$ cat src/rtl/first_gate_pkg.sv
// Shared definitions for the registered two-input gate unit: op codes and sizes.
package first_gate_pkg;

    localparam int OP_W    = 3;
    localparam int NUM_OPS = 8;

    typedef enum logic [OP_W-1:0] {
        OP_AND   = 3'd0,
        OP_OR    = 3'd1,
        OP_NAND  = 3'd2,
        OP_NOR   = 3'd3,
        OP_XOR   = 3'd4,
        OP_XNOR  = 3'd5,
        OP_NOT_A = 3'd6,
        OP_BUF_A = 3'd7
    } op_e;

    // Base bit of an op's slice inside the packed all-functions vector.
    function automatic int op_base(input int op, input int width);
        return op * width;
    endfunction

endpackage

$ cat src/rtl/first_gate_gate_eval.sv
// Combinational evaluation of all eight two-input functions, bitwise per lane.
// Slice k of all_o (k*WIDTH +: WIDTH) holds the result of op code k.
module gate_eval
    import first_gate_pkg::*;
#(
    parameter int WIDTH = 1
) (
    input  logic [WIDTH-1:0]         a,
    input  logic [WIDTH-1:0]         b,
    output logic [NUM_OPS*WIDTH-1:0] all_o
);

    // Each lane is independent; ops NOT a and BUF a deliberately ignore b.
    for (genvar gi = 0; gi < WIDTH; gi++) begin : g_lane
        assign all_o[op_base(int'(OP_AND),   WIDTH) + gi] =   a[gi] & b[gi];
        assign all_o[op_base(int'(OP_OR),    WIDTH) + gi] =   a[gi] | b[gi];
        assign all_o[op_base(int'(OP_NAND),  WIDTH) + gi] = ~(a[gi] & b[gi]);
        assign all_o[op_base(int'(OP_NOR),   WIDTH) + gi] = ~(a[gi] | b[gi]);
        assign all_o[op_base(int'(OP_XOR),   WIDTH) + gi] =   a[gi] ^ b[gi];
        assign all_o[op_base(int'(OP_XNOR),  WIDTH) + gi] = ~(a[gi] ^ b[gi]);
        assign all_o[op_base(int'(OP_NOT_A), WIDTH) + gi] =  ~a[gi];
        assign all_o[op_base(int'(OP_BUF_A), WIDTH) + gi] =   a[gi];
    end

endmodule

$ cat src/rtl/first_gate.sv
// Registered two-input gate unit: held op register, registered selected result,
// registered all-function bus and a one-cycle-delayed valid flag.
module first_gate
    import first_gate_pkg::*;
#(
    parameter int              WIDTH      = 1,
    parameter logic [OP_W-1:0] DEFAULT_OP = 3'd0
) (
    input  logic                     clk,
    input  logic                     rst_n,
    input  logic [WIDTH-1:0]         a,
    input  logic [WIDTH-1:0]         b,
    input  logic                     in_valid,
    input  logic                     op_we,
    input  logic [OP_W-1:0]          op_sel,
    output logic [WIDTH-1:0]         c,
    output logic [NUM_OPS*WIDTH-1:0] all_q,
    output logic                     out_valid,
    output logic [OP_W-1:0]          op_q
);

    logic [NUM_OPS*WIDTH-1:0] eval_all;
    logic [NUM_OPS*WIDTH-1:0] all_d;
    logic [WIDTH-1:0]         c_q;
    logic [WIDTH-1:0]         c_d;
    logic [OP_W-1:0]          op_d;
    logic [OP_W-1:0]          op_eff;
    logic                     out_valid_q;
    logic                     out_valid_d;

    gate_eval #(
        .WIDTH (WIDTH)
    ) u_gate_eval (
        .a     (a),
        .b     (b),
        .all_o (eval_all)
    );

    // Next-state: a same-edge op write applies to the sample taken on that edge;
    // results only update on valid samples, so an op change never re-evaluates a held result.
    always_comb begin
        op_d        = op_q;
        c_d         = c_q;
        all_d       = all_q;
        out_valid_d = in_valid;
        op_eff      = op_we ? op_sel : op_q;
        if (op_we) begin
            op_d = op_sel;
        end
        if (in_valid) begin
            all_d = eval_all;
            c_d   = eval_all[op_base(int'(op_eff), WIDTH) +: WIDTH];
        end
    end

    // State registers with immediate clear on reset.
    always_ff @(posedge clk or negedge rst_n) begin
        if (!rst_n) begin
            op_q        <= DEFAULT_OP;
            c_q         <= '0;
            all_q       <= '0;
            out_valid_q <= 1'b0;
        end else begin
            op_q        <= op_d;
            c_q         <= c_d;
            all_q       <= all_d;
            out_valid_q <= out_valid_d;
        end
    end

    assign c         = c_q;
    assign out_valid = out_valid_q;

endmodule

$ cat config.mk
export PLATFORM = sky130hd
export DESIGN_NAME = first_gate
export DESIGN_NICKNAME = d
export VERILOG_FILES = /design/src/rtl/first_gate_pkg.sv /design/src/rtl/first_gate_gate_eval.sv /design/src/rtl/first_gate.sv
export SDC_FILE = /design/constraint.sdc
export NUM_CORES = 1
export LEC_CHECK = 0
export CAP_MARGIN = 20
export CORE_UTILIZATION = 44
export CTS_CLUSTER_SIZE = 28
export DETAILED_ROUTE_END_ITERATION = 8
export PLACE_DENSITY_LB_ADDON = 0.3
export SLEW_MARGIN = 25
export SYNTH_ARGS = -nofsm -noshare
export SYNTH_HDL_FRONTEND = slang
export SYNTH_SLANG_ARGS = --single-unit
$ cat constraint.sdc
create_clock -name clk -period 3.7 [get_ports clk]
set_clock_uncertainty 0.05 [all_clocks]
set_input_delay 0.74 -clock clk [delete_from_list [all_inputs] [get_ports clk]]
set_output_delay 0.74 -clock clk [all_outputs]
set_load 0.01 [all_outputs]
==> impl_metrics.ini <==
[run_status]
outcome = completed

[synth]
synth_seq_area_share_pct = 56.2
syn_nets = 55
synth-edff-count = 0
ys_dominant_reg_cell = dfrtp_1
syn_area_um2 = 579
synth.avg_cell_area_um2 = 13.8
yosysTopAreaCell = dfrtp_1
netlist_top_cells_count = dfrtp_1 (13), mux2_2 (9), inv_1 (6), ha_1 (4)
ys_types = 12
synth_area_leaders = dfrtp_1 (56%), mux2_2 (17%), ha_1 (8.6%)
synth-async-reset-ratio_pct = 100
netlist_instances = 42
yosysTopAreaCellShare_pct = 56.2
synth-seq-cells = 13
post-synth-top-count-cell = dfrtp_1
yosys_warnings = 0

[clock_network]
clk_pin_slew_ns = 0.07
htreeDepth = 1
cts_resized = 0
tritoncts = done
cts_sinks = 13
numCtsBuffers = 3
clockBufferDepth = 2
postCtsSetupRepairBufs = 0
hold_buffers = 0
cts-root-buf = clkbuf_4
clkLatencyLatePin_ns = 0.26

[timing]
fin_tns_setup_ns = 0
finalSetupViolCount = 0
max_freq_ghz = 0.423
max_slew_margin_pct = 61.8
fin_hold_ws_ns = 0.444
worst_pin_slew_ns = 0.572
rsz0062_at_grt = false
slew_violations = 0
post-route-min-period_ns = 2.37
hold_violations = 0
fin_crit_sh_pct = 63.9

[setup_path]
path_class = in -> reg
cp-startpoint = op_we
arrival_ns = 2.46
slowest_delay_ns = 0.56
critPathMaxFanout = 3
reg2reg_slack_ns = 2.03
slowest_stage = mux4_2
worstSetupEndpointType = flop
r2r-start = op_q[0]
r2r_end = c
ff2ff_path_depth = 4
required_ns = 3.80
cp_cell_sequence = clkdlybuf4s50_1 -> mux2i_1 -> mux4_2 -> a22oi_1 -> o21ai_1
start_kind = input port

[global_routing]
grt_max_degree = 14
gr-total-overflow = 0
grt_util_all_layers_pct = 17.2
grt_pass1_wl_mm = 1.63
antenna_found_initial = 0
grt_pass1_vias = 405

[min_path]
min_path_type = reg -> reg
hold_end = all_q[5]
min_path_cells = 2
hp-start = all_q[5]

[floorplanning]
dieWidth_um = 38.3
rows = 12
die-area_mm2 = 0.00147
core_mm2 = 0.00117
boundaryPins = 22
die_h_um = 38.3
initial_core_util_pct = 49.5

[placement]
gp_congestion = 0.711
port_buffers = 21
dp_cells = 77

[finish]
layout.nets = 81
finalNonFillerCells = 81
drive_above_1_share_pct = 19.4
syn_to_final_growth_pct = 43.8
diodes = 0

[routing]
routedWlPerCell_um = 12.9
drc_errors = 0
drt_iter0_drc = 7
viasPerCell = 4.79
vias = 388
dr.pass1.iters = 4
final_antenna_net_count = 0
wirelength_mm = 1.05

[job]
cap_violations = 0

[power_and_ir_drop]
p_leak_nw = 0.374
p_per_area_mw_per_mm2 = 398
p_total_uw = 332
vdd_ir_drop_max_uv = 223
[metrics by stage]
step / worst slack (ns) / area, um2 / utilization, %
after CTS: 1.31 / 833 / 71.2
final: 1.33 / 833 / 71.2
after global routing: 1.22 / 833 / 71.2
after floorplan: 1.74 / 579 / -
after detailed placement: 1.02 / 807 / 68.9
after global placement: 1.14 / 807 / 68.9
[kinds of logic (layout without fill, tap and decap cells)]
logic type / Yosys count / in the layout / synth area share (%)
AO/OA/AOI/OAI: 3 / 3 / 3.02
XOR/XNOR: 1 / 1 / 1.51
adder cells (fa/ha/maj): 4 / 4 / 8.64
buffers and inverters: 6 / 31 / 3.89
flip-flops: 13 / 13 / 56.2
multiplexers: 12 / 12 / 24.8
AND/OR/NAND/NOR: 3 / 3 / 1.94
[where the power goes]
group / switching (mW) / leakage, nW / total, mW / internal (mW)
logic: 0.0328 / 0.206 / 0.0844 / 0.0516
registers: 0.00763 / 0.153 / 0.165 / 0.157
clock network: 0.0404 / 0.0150 / 0.0821 / 0.0417
[critical path, delay by kind of cell]
family	cells	cell delay, ns
AOI/OAI and AO/OA	2	0.23
buffers and inverters	1	0.53
muxes	2	0.97
[flip-flops by register name, summed over array words and instances, names as in the netlist]
signal / flops
all_q: 8
op_q: 3
c: 1
out_valid: 1
[how the worst max path moves through the flow]
stage                     to  cells past startpoint
after floorplan            c                      4
after global placement     c                      5
after detailed placement   c                      5
after CTS                  c                      5
after global routing       c                      5
final                      c                      5
[area by class of cell]
cell class,instances,area (um2)
clock buffer,4,26.3
fill,87,338
inverter,6,22.5
multi-input combinational,23,231
tap,14,17.5
sequential,13,325
timing repair buffer,21,210
[layer usage]
metal / part of all wire, % / GRT usage (%) / up-vias
met5: 0 / 0 / -
met4: 1.1 / 8.04 / 0
met3: 6.2 / 3.49 / 2
met2: 53 / 32.6 / 18
met1: 40 / 17.6 / 178
li1: - / - / 190
[placed cells by master (no fill, tap or decap), types with 2 or more instances in the layout]
master           synthesis  final
clkbuf_4                 0      3
clkdlybuf4s50_1          0     21
dfrtp_1                 13     13
ha_1                     4      4
inv_1                    6      6
mux2_2                   9      9
mux2i_1                  2      2
nand2_1                  2      2
Power figures use the tool's default switching activity.
